==> src/rtl/ucapture16.sv <==
// ucapture16 - period capture unit for an asynchronous event input.
//
// Measures the number of clk cycles between successive rising edges of evt_in
// and hands each measured period to a consumer through a valid/ack register.
//
// Ports:
//   clk         sole clock; all state updates on its rising edge
//   areset      asynchronous, active-high reset
//   enable      measurement enable; low returns the unit to IDLE
//   evt_in      asynchronous event input; rising edges delimit periods
//   capt_ack    consumer acknowledge of the captured value
//   capt_val    last captured period in clk cycles (saturates at 0xFFFF)
//   capt_valid  capt_val holds a capture the consumer has not yet acknowledged
//   overflow    the captured period exceeded 65535 cycles
//   lost        sticky; a capture was dropped while capt_valid was pending
//   dcount_top  live value of the period counter
//
// SYNC_STAGES selects the synchronizer depth; legal values are 2 to 4.

module ucapture16 #(
    parameter int unsigned SYNC_STAGES = 2
) (
    input  logic        clk,
    input  logic        areset,
    input  logic        enable,
    input  logic        evt_in,
    input  logic        capt_ack,
    output logic [15:0] capt_val,
    output logic        capt_valid,
    output logic        overflow,
    output logic        lost,
    output logic [15:0] dcount_top
);

    localparam logic [15:0] COUNT_MAX = 16'hFFFF;

    typedef enum logic [0:0] {
        IDLE,
        MEASURE
    } state_t;

    // ------------------------------------------------------------------
    // Synchronizer and edge detector
    // ------------------------------------------------------------------
    logic [SYNC_STAGES-1:0] sync_q;
    logic [SYNC_STAGES-1:0] prime_q;
    logic                   delayed_q;
    logic                   seen_low_q;
    logic                   synced;
    logic                   rise;

    assign synced = sync_q[SYNC_STAGES-1];

    // prime_q tracks how far real samples have propagated into the chain after
    // reset. seen_low_q only sets once a genuinely sampled low reaches the end
    // of the chain, so an evt_in held high across reset never looks like an
    // edge against the reset-cleared flops.
    always_ff @(posedge clk or posedge areset) begin
        if (areset) begin
            sync_q     <= '0;
            prime_q    <= '0;
            delayed_q  <= 1'b0;
            seen_low_q <= 1'b0;
        end else begin
            sync_q    <= {sync_q[SYNC_STAGES-2:0], evt_in};
            prime_q   <= {prime_q[SYNC_STAGES-2:0], 1'b1};
            delayed_q <= synced;
            if (prime_q[SYNC_STAGES-1] && !synced) begin
                seen_low_q <= 1'b1;
            end
        end
    end

    assign rise = synced & ~delayed_q & seen_low_q;

    // ------------------------------------------------------------------
    // Measurement FSM, counter and capture register
    // ------------------------------------------------------------------
    state_t      state_q;
    logic [15:0] count_q;
    logic        ovf_q;
    logic        capture;
    logic        accept;

    // enable has priority over a coincident rise.
    assign capture = enable && (state_q == MEASURE) && rise;
    // A capture lands if the slot is free or is being freed in the same cycle.
    assign accept  = !capt_valid || capt_ack;

    always_ff @(posedge clk or posedge areset) begin
        if (areset) begin
            state_q    <= IDLE;
            count_q    <= '0;
            ovf_q      <= 1'b0;
            capt_val   <= '0;
            capt_valid <= 1'b0;
            overflow   <= 1'b0;
            lost       <= 1'b0;
        end else begin
            // Consumer handshake. lost can only be set while capt_valid is
            // pending, so every accepted capture leaves it clear.
            if (capture) begin
                if (accept) begin
                    capt_val   <= count_q;
                    overflow   <= ovf_q;
                    capt_valid <= 1'b1;
                    lost       <= 1'b0;
                end else begin
                    lost <= 1'b1;
                end
            end else if (capt_ack) begin
                capt_valid <= 1'b0;
                lost       <= 1'b0;
            end

            // Period measurement.
            if (!enable) begin
                state_q <= IDLE;
                count_q <= '0;
                ovf_q   <= 1'b0;
            end else begin
                case (state_q)
                    IDLE: begin
                        count_q <= '0;
                        ovf_q   <= 1'b0;
                        // The first edge only opens a period.
                        if (rise) begin
                            state_q <= MEASURE;
                            count_q <= 16'd1;
                        end
                    end
                    MEASURE: begin
                        if (rise) begin
                            count_q <= 16'd1;
                            ovf_q   <= 1'b0;
                        end else if (count_q == COUNT_MAX) begin
                            ovf_q <= 1'b1;
                        end else begin
                            count_q <= count_q + 16'd1;
                        end
                    end
                    default: begin
                        state_q <= IDLE;
                        count_q <= '0;
                        ovf_q   <= 1'b0;
                    end
                endcase
            end
        end
    end

    assign dcount_top = count_q;

endmodule

==> config.mk <==
export PLATFORM = sky130hd
export DESIGN_NAME = ucapture16
export DESIGN_NICKNAME = d
export VERILOG_FILES = /design/src/rtl/ucapture16.sv
export SDC_FILE = /design/constraint.sdc
export NUM_CORES = 1
export LEC_CHECK = 0
export ABC_AREA = 1
export ABC_CLOCK_PERIOD_IN_PS = 3800
export CAP_MARGIN = 20
export CORE_MARGIN = 1.5
export CORE_UTILIZATION = 30
export DETAILED_ROUTE_END_ITERATION = 12
export GPL_ROUTABILITY_DRIVEN = 1
export PLACE_DENSITY_LB_ADDON = 0.25
export SYNTH_ARGS = -nofsm -noshare
export SYNTH_HDL_FRONTEND = slang
export SYNTH_SLANG_ARGS = --single-unit
==> constraint.sdc <==
create_clock -name clk -period 3.8 [get_ports clk]
set_clock_uncertainty 0.15 [all_clocks]
set_input_delay 0.95 -clock clk [delete_from_list [all_inputs] [get_ports clk]]
set_output_delay 0.95 -clock clk [all_outputs]
set_load 0.01 [all_outputs]
# Yosys cells after proc, flatten, opt, wreduce, memory -nomap -nowiden
# Index checks and enable logic that the tools add are counted.
# W data, S select, Z words.
# classes
n_bitwise	4
n_addsub	1
n_mul	0
n_mux	17
n_lt_le_gt_ge	0
reduce_logical	9
n_eq_ne	4
div	0
shift	0
# ops
op	n
$mux W16	3
$pmux W16 S2	1
$add A16 B1 Y16 const B	1
$eq A16 B16 Y1 const B	1
$mux W1	12
$ne A4 B3 Y1 const B	1
$ne A4 B4 Y1 const B	1
$reduce_and A2 Y1	2
$logic_and A1 B1 Y1	3
$and A1 B1 Y1	2
$logic_not A1 Y1	2
$ne A2 B1 Y1 const B	1
$not A1 Y1	2
$pmux W1 S2	1
$reduce_bool A2 Y1	1
$logic_or A1 B1 Y1	1
# totals
latchBits	0
n_memories	0
out_inout_bits	35
mem_bits_rw	0
romBits	0
reg_bits	43

# Logic depth before layout (Yosys ltp)
# Gate-level depths: netlist of run 1.
# depth
ltp_word	6
depth_mapped	9
mapped_depth_nobuf	9

# Least setup slack after synthesis of run 1
# Ideal clock, no wire load.
# synth_path
path_type	input-to-reg
startpoint	in capt_ack
endpoint	reg capt_val[0]
n_path_buf	1
required_ps	3521
setup_slack_ps	1984
arrival_ps	1537
path_stages	6
path_cell_list	inv_1 > nand2_1 > nand4_4 > buf_2 > nand2_1 > o21ai_0
# synth_between
elab_chain_cells	2
# synth_rtl
element	line_no	rtl
start, declared	27	input logic capt_ack,
$logic_or A1 B1 Y1	88	assign accept = !capt_valid || capt_ack;
$reduce_and A2 Y1 (no line)	n/a	
end signal, assigned	104	capt_val <= count_q;
end, declared	28	output logic [15:0] capt_val,
# No other way between the ends.
# A chain may end at the register's enable or synchronous reset.

# Worst setup path in the final report of run 1
# layout_path
startpoint	reg count_q[6] (netlist: dcount_top[6])
endpoint	out dcount_top[6]
# layout_lines
element	line_no	rtl
start, declared	80	logic [15:0] count_q;
start signal, assigned	139	count_q <= count_q + 16'd1;
end, declared	32	output logic [15:0] dcount_top
# No word-level cell between the ends.

==> flow_summary.ini, run 1 <==
[place]
gp_congestion = 0.827
place_area_sq_mm = 0.00251
dp_hpwl_um = 3350
pre_cts_ws_ns = 1.19
portBuffers = 39

[pwr]
p_int_uw = 610
power_frac_seq_pct = 59.7
comb_power_share_pct = 5.5
switching_share_pct = 22.6
p_switching_uw = 178
ir_worst_vdd_mv = 0.170
p_per_area_mw_per_mm2 = 304
p_leak_uw = 0.00117
pwr-share-clk_pct = 34.8

[floorplanning]
core.rowCount = 29
fp.dieArea_sq_mm = 0.00725
io_pins = 40
start_util_pct = 31.5
die_h_um = 85.1
core_sq_mm = 0.00642
die_width_um = 85.1

[finish]
postLayoutCellArea_sq_mm = 0.00259
fill_cells = 645
final_nets = 281
synthToLayoutAreaGrowth_pct = 28.1
diodes = 0
drive_gt1_share_pct = 10.5

[clock_tree]
cts_root_buf = clkbuf_8
h-tree-depth = 2
clk_pin_slew_ns = 0.08
cts.path.max_buffers = 2
cts_hold_buf = 0
postCtsSetupBuffers = 0
cts_tree = built
cts_buffers = 5
post_cts_resized = 0
cts_sinks = 43
clkLatencyLatePin_ns = 0.29

[sta]
slew_violations = 0
fmax_mhz = 401
hold_viol = 0
setup_viol = 0
rsz0062_at_grt = false
totalNegativeSetupSlack_ns = 0
fin_crit_sh_pct = 65.7
fin_crit_ns = 2.50
fin_ws_ns = 1.30
slew-limit-headroom_pct = 43.1
tightest_slew_ns = 0.848

[run]
maxCapViolations = 0

[synth]
synth_edf_count = 0
synth_most_common_cell = nand2_1
syn_area_per_cell_sq_um = 8.80
yosysSeqAreaShare_pct = 53.2
synthTopCellsByCount = 53 x nand2_1, 43 x dfrtp_1, 32 x inv_1
synthFlopType = dfrtp_1
synth_fp_nets = 236
ys_ff_latch = 43
yosysWarningCount = 0
synth_top_area_share_pct = 53.2
synth_area_leader_cell = dfrtp_1
async_flop_share_pct = 100
yosys-top-cells-area = dfrtp_1 53%, nand2_1 9.8%, o21ai_0 6.2%
syn_area_sq_mm = 0.00202
synth_cells = 230
synth_cell_types = 28

[setup_path]
cp_slowest_cell = clkdlybuf4s50_1
max_stage_delay_ns = 0.60
path_max_fanout = 5
cp.arrival_ns = 1.40
crit_family = buffers and inverters
critPathRequiredTime_ns = 2.70
worstSetupStartpoint = dcount_top[6]
r2r_cells = 8
worst-path-buf-inv = 1
worstReg2RegEnd = dcount_top[0]
cp-end-kind = output pin
r2r_start = dcount_top[0]
cp-endpoint = dcount_top[6]
cp_cell_sequence = clkdlybuf4s50_1
cp.depth = 1
r2r_slack_ns = 2.01
critPathKind = reg2out
worstSetupStartpointType = flip-flop

[drt]
route.detailed.drc = 3
viasPerCell = 4.61
firstDrtPassIters = 10
ant_nets = 0
wire_per_inst_um = 12.5
drtIter0Drc = 62
finalWirelength_um = 4430
vias = 1628

[hold_path]
hold_path.class = reg2reg

[grt]
grt_max_degree = 37
grt_usage_pct = 13.4
grt_pass1_vias = 1578
grt_antenna_before_repair = 0
grt_pass1_wl_um = 7530
grt.overflow.total = 0

[status]
status = complete, but fails checks
failed_checks = design-rule violations
## worst min path at each step
| stage | endpoint | cells past startpoint | start |
|---|---|---|---|
| 2_1_floorplan | prime_q[1] | 0 | prime_q[0] |
| 3_3_place_gp | prime_q[1] | 0 | prime_q[0] |
| 3_5_place_dp | prime_q[1] | 0 | prime_q[0] |
| 4_1_cts | prime_q[1] | 0 | prime_q[0] |
| 5_1_grt | prime_q[1] | 0 | prime_q[0] |
| 6_report | prime_q[1] | 0 | prime_q[0] |
## state kept, by name (all words and copies together), names as in the netlist
register    flops
overflow        1
prime_q         2
lost            1
sync_q          2
ovf_q           1
delayed_q       1
capt_val       16
dcount_top     16
state_q         1
capt_valid      1
seen_low_q      1
## cell usage in the layout, fill, tap and decap left out, types with 2 or more instances in the layout
cell type        count
a21boi_1             2
a21oi_1              7
buf_4                2
clkbuf_1             2
clkbuf_8             5
clkdlybuf4s50_1     39
dfrtp_1             43
inv_1               31
inv_2                2
nand2_1             53
nand2_2              2
nand2_4              4
nand3_1             15
nand4_1              3
nor2_1              16
nor2_2               4
nor2_4               4
nor3_1               3
o21ai_0             25
o21ai_1              2
## layout make-up
type / instances / area (sq um) / share of cell area (%)
Clock buffer: 7 / 76.3 / 2.95
Clock inverter: 1 / 5.00 / 0.193
Inverter: 34 / 128 / 4.93
Multi-Input combinational cell: 150 / 805 / 31.0
Sequential cell: 43 / 1080 / 41.5
Tap cell: 77 / 96.3 / 3.72
Timing Repair Buffer: 41 / 405 / 15.6
## cell families after synthesis
family                   after synthesis  synth area share, %
flip-flops                            43                 53.2
AND/OR/NAND/NOR                      110                 29.0
other                                  1                0.185
buffers and inverters                 37                 7.05
AO/OA/AOI/OAI                         37                 9.52
adder cells (fa/ha/maj)                1                0.618
XOR/XNOR                               1                0.433
## per-stage QoR
step / hold slack, ns / total power [uW] / utilization [%] / instances
6_report: 0.201 / 788 / 40.3 / 353
4_1_cts: 0.206 / 804 / 40.3 / 353
3_5_place_dp: 0.186 / 525 / 39.1 / 345
3_3_place_gp: 0.182 / 524 / 39.1 / 345
2_1_floorplan: 0.181 / 503 / - / 230
5_1_grt: 0.215 / 825 / 40.3 / 353
## power by group through the flow
stage	Clock, uW	Sequential (uW)	Combinational (uW)
final	274	471	43.4
after global routing	303	471	49.8
after CTS	288	471	45.3
after detailed placement	0	480	45.2
after global placement	0	480	44.7
after floorplan	0	480	22.7
## per-layer routing
metal | global-route usage, % | part of all wire [%] | up-vias | routed length [um]
met5 | 0 | 0 | - | 0
met2 | 21.2 | 46 | 36 | 2040
met3 | 3.02 | 4.5 | 5 | 201
li1 | - | - | 825 | -
met4 | 5.51 | 1.2 | 0 | 55
met1 | 17.7 | 48 | 762 | 2130
Power figures use the tool's default switching activity.
==> run 2, diff against run 1 <==
ABC_CLOCK_PERIOD_IN_PS = 2200   (was 3800)
clock period = 2.2 ns   (was 3.8 ns; I/O delays follow)
==> run 2 against run 1 <==
  * The run still ends with design-rule violations left
  * Clock power rose by 130%
  * Worst hold slack improved by 0.0012 ns
  * Critical path depth did not move
  * Critical path type unchanged
  * Power rose by 94%
  * Cell count rose by 0.57%
  * Largest cell class unchanged
  * Flip-flop and latch count did not move
==> flow_summary.ini, run 2 (synthesis gave the netlist of run 1 again) <==
[status]
status = complete, but fails checks
failed_checks = design-rule violations

[pwr]
switching_share_pct = 21.4
p_int_uw = 1200
p_total_uw = 1530
p_per_area_mw_per_mm2 = 573
p_leak_uw = 0.00121
power_frac_seq_pct = 53.1
p_switching_uw = 327
pwr-share-clk_pct = 41.7
comb_power_share_pct = 5.2
ir_worst_vdd_mv = 0.249

[drt]
finalWirelength_um = 4530
drtIter0Drc = 50
route.detailed.drc = 3
ant_nets = 0
vias = 1603
wire_per_inst_um = 12.8
firstDrtPassIters = 8
viasPerCell = 4.52

[grt]
grt.overflow.total = 0
grt_antenna_before_repair = 0
grt_pass1_wl_um = 7710
grt_usage_pct = 13.7
grt_max_degree = 44
grt_pass1_vias = 1551

[sta]
rsz0062_at_grt = false
fin_crit_sh_pct = 94.5
fin_crit_ns = 2.08
hold_viol = 0
fin_hold_ws_ns = 0.203
totalNegativeSetupSlack_ns = 0
slew_violations = 0
fmax_mhz = 481
setup_viol = 0
fin_ws_ns = 0.121

[hold_path]
hp-start = prime_q[0]
hold_path.class = reg2reg
whs_path_depth = 0
holdPathEnd = prime_q[1]

[clock_tree]
cts_buffers = 5
postCtsSetupBuffers = 0
cts_root_buf = clkbuf_8
h-tree-depth = 2
cts.path.max_buffers = 2
cts_hold_buf = 0
clk_pin_slew_ns = 0.08
cts_tree = built
clkLatencyLatePin_ns = 0.29
post_cts_resized = 0
cts_sinks = 43

[setup_path]
worstSetupStartpointType = flip-flop
worstReg2RegEnd = dcount_top[0]
critPathRequiredTime_ns = 1.50
crit_family = buffers and inverters
r2r_slack_ns = 0.44
r2r_start = dcount_top[1]
path_max_fanout = 5
worst-path-buf-inv = 1
cp-end-kind = output pin
cp_cell_sequence = clkdlybuf4s50_1
max_stage_delay_ns = 0.59
critPathKind = reg2out
cp.arrival_ns = 1.38
cp_slowest_cell = clkdlybuf4s50_1
r2r_cells = 8

[finish]
diodes = 0
drive_gt1_share_pct = 11.9
synthToLayoutAreaGrowth_pct = 31.8
layout_commonest_cell = nand2_1
final_cells = 355
final_cell_mix = 53 x nand2_1, 43 x dfrtp_1, 39 x clkdlybuf4s50_1, 31 x inv_1, 25 x o21ai_0
final_nets = 283

[floorplanning]
start_util_pct = 31.5
core_sq_mm = 0.00642
fp.dieArea_sq_mm = 0.00725
core.rowCount = 29
die_h_um = 85.1
die_width_um = 85.1
io_pins = 40

[place]
dp_hpwl_um = 3350
portBuffers = 39
gp_congestion = 0.908
dp.cells = 347
pre_cts_ws_ns = 0.191

[run]
maxCapViolations = 0
==> run 2: changes by cell type in the layout (fill, tap and decap cells not counted) <==
cell	delta
buf_12	+2
clkbuf_1	-2
bufinv_16	+1
clkbuf_8	+1
==> run 2: per-stage QoR <==
step,area [sq um],util (%)
after floorplan,2020,-
after global placement,2550,39.7
after detailed placement,2550,39.7
after CTS,2670,41.5
after global routing,2670,41.5
final,2670,41.5
==> run 2: power by group through the flow <==
stage                     combinational (uW)  sequential, uW  clock [uW]
final                                   79.3             812         637
after global routing                    91.0             814         690
after CTS                               82.3             813         657
after detailed placement                82.2             828           0
after global placement                  81.6             828           0
after floorplan                         39.1             829           0
==> run 2: area by class of cell <==
type                       count  area (sq um)
clock buffer                   6          82.6
clock inverter                 2          35.0
fill                         661          3750
inverter                      34           128
multi-input combinational    150           805
sequential                    43          1080
tap                           77          96.3
timing repair buffer          43           445
==> run 2: layer usage <==
layer	part of all wire (%)	GRT usage, %	vias to the layer above	wire (um)
li1	-	-	820	-
met1	49	19.0	757	2210
met2	47	21.2	24	2130
met3	3.8	3.89	2	170
met4	0.42	3.13	0	19
met5	0	0	-	0
==> run 2: how the worst max path moves through the flow <==
stage | startpoint | endpoint | slack, ns | depth (start not counted)
after detailed placement | enable | dcount_top[0] | 0.19 | 6
after global placement | enable | dcount_top[0] | 0.24 | 6
after floorplan | areset | capt_val[0] | 0.50 | 1
after CTS | dcount_top[7] | dcount_top[7] | 0.12 | 1
final | dcount_top[7] | dcount_top[7] | 0.12 | 1
after global routing | dcount_top[7] | dcount_top[7] | 0.06 | 1
==> RTL edit (flow settings as in run 2) <==
Put one more register stage on the output `dcount_top`, with the module's reset. The value now appears one clock later. The other outputs are not delayed to match.
--- a/src/rtl/ucapture16.sv
+++ b/src/rtl/ucapture16.sv
@@ -149,7 +149,13 @@
         end
     end
 
-    assign dcount_top = count_q;
+    always_ff @(posedge clk or posedge areset) begin
+        if (areset) begin
+            dcount_top <= '0;
+        end else begin
+            dcount_top <= count_q;
+        end
+    end
 
 endmodule
 
Behaviour: not the same (a bounded check fails within 10 cycles, from zero or initial values and one cycle with areset high).
==> RTL edit against run 2 <==
Final cell count grew 16%. Via count increased by 10%. Setup slack improved by 0.12 ns. Synthesized area is 19% higher. Sequential cell count up 16. Die area up 19%. Design area grew 17%. Highest routed layer unchanged. Largest power group unchanged. Worst hold slack worse by 0.0028 ns. Wire length rose by 8.2%. Sequential power up 37%. Combinational power decreased by 3.7%. Power increased by 40%.
==> RTL edit: results (changes against run 2) <==
# nets final=311 (+9.9%); sequential area share after synthesis=61.1% (+7.9 points); static leakage=1.43 nW (+19%); ys async rst share=100% (unchanged); H-tree levels=3 (+1); ClkCell Share=6.15% (+1.7 points); Placement Setup Slack=0.120 ns (-0.0716 ns); first-pass GRT wire length=8.76 mm (+14%); gr usage total=13.4% (-0.29 points); vias per inst=4.30 (-4.9%); number of global-route vias before repair=1865 (+20%); clock latency at the later pin of the worst-skew pair=0.33 ns (+0.04 ns); buffer share of cell area=14.1% (-2.6 points); Internal=1.67 mW (+39%); Area contributors post-synth=dfrtp_1, nand2_1, inv_1; share of layout cells above drive strength 1=14.8% (+3.0 points); pin count of the biggest net entering global routing=60 (+36%); area of the multi-input gates=771 sq um (-4.2%); placed inst area=2940 sq um (+15%); Layout area overhead=29.6%; Compound-Gate Fraction of Synth Area=4.66% (-4.9 points); largest fanout on the critical path=2 (-3); clock power share=44.6% (+2.9 points); Placer Congestion=0.822 (-9.5%); Post-synth top cells=nand2_1, dfrtp_1, inv_1, nor2_1, nand3_1; DP Cell Count=396 (+14%); comb_multi_in=158 (+5.3%); adder-cell share of the synthesized area=0.518% (-0.10 points); final instance area=3130 sq um (+17%); clkbuf count=10 (+4); initial antenna violation count=0 (unchanged); #FFs+latches synth=59 (+37%); P_sw=0.464 mW (+42%); Comb pwr share=3.6% (-1.6 points); bufs w/o clock=44 (+2.3%); mux contribution to synthesized area=0% (unchanged); Seq/total area=47.1% (+6.8 points); Root Buffer=clkbuf_8; Max VDD drop=331 uV (+33%); Final HPWL DP=3.37 mm (+0.69%); status=finished clean; WL/cell=11.9 microns (-6.7%); TritonRoute pass-1 iters=4 (-4); XOR/XNOR share of the synthesized area=0% (-0.43 points); CTS buffer count=9 (+4); Non-Filler Instances=412 (+16%); Worst path slowest cell=clkdlybuf4s50_1; HP Class=flip-flop to flip-flop; Synthesis Warnings=0 (unchanged); Fillers=781 (+18%); inverter count=33 (-2.9%); syn_area_per_cell=9.47 sq um (+7.7%); Netlist cell types=26 (-7.1%); post-CTS sizing=0 (unchanged); worst stage delay on the critical path=0.56 ns (-0.03 ns); Mapped Nets=261 (+11%); Iter 0 DRT Violations=93 (+86%); Ant. Diodes=0 (unchanged)
==> RTL edit: path summary, 6_finish.rpt <==
check	start	end	slack [ns]	cells after the start
worst max register to register	count_q[1]$_DFFE_PP0P_	count_q[0]$_DFFE_PP0P_	0.34	8
worst min-delay path	sync_q[0]$_DFF_PP0_	sync_q[1]$_DFF_PP0_	0.20	0
worst max-delay path	capt_val[13]$_DFFE_PP0P_	capt_val[13]	0.24	1
min in group asynchronous	areset	count_q[0]$_DFFE_PP0P_	0.44	3
worst min register to register	sync_q[0]$_DFF_PP0_	sync_q[1]$_DFF_PP0_	0.20	0
max in group asynchronous	areset	capt_val[4]$_DFFE_PP0P_	1.19	3
==> RTL edit: routing by layer <==
layer | GRT usage [%] | wire length, microns | vias to the layer above
met5 | 0 | 0 | -
met4 | 7.32 | 103 | 0
met3 | 3.37 | 200 | 10
met2 | 19.8 | 2150 | 43
met1 | 17.8 | 2450 | 821
li1 | - | - | 896
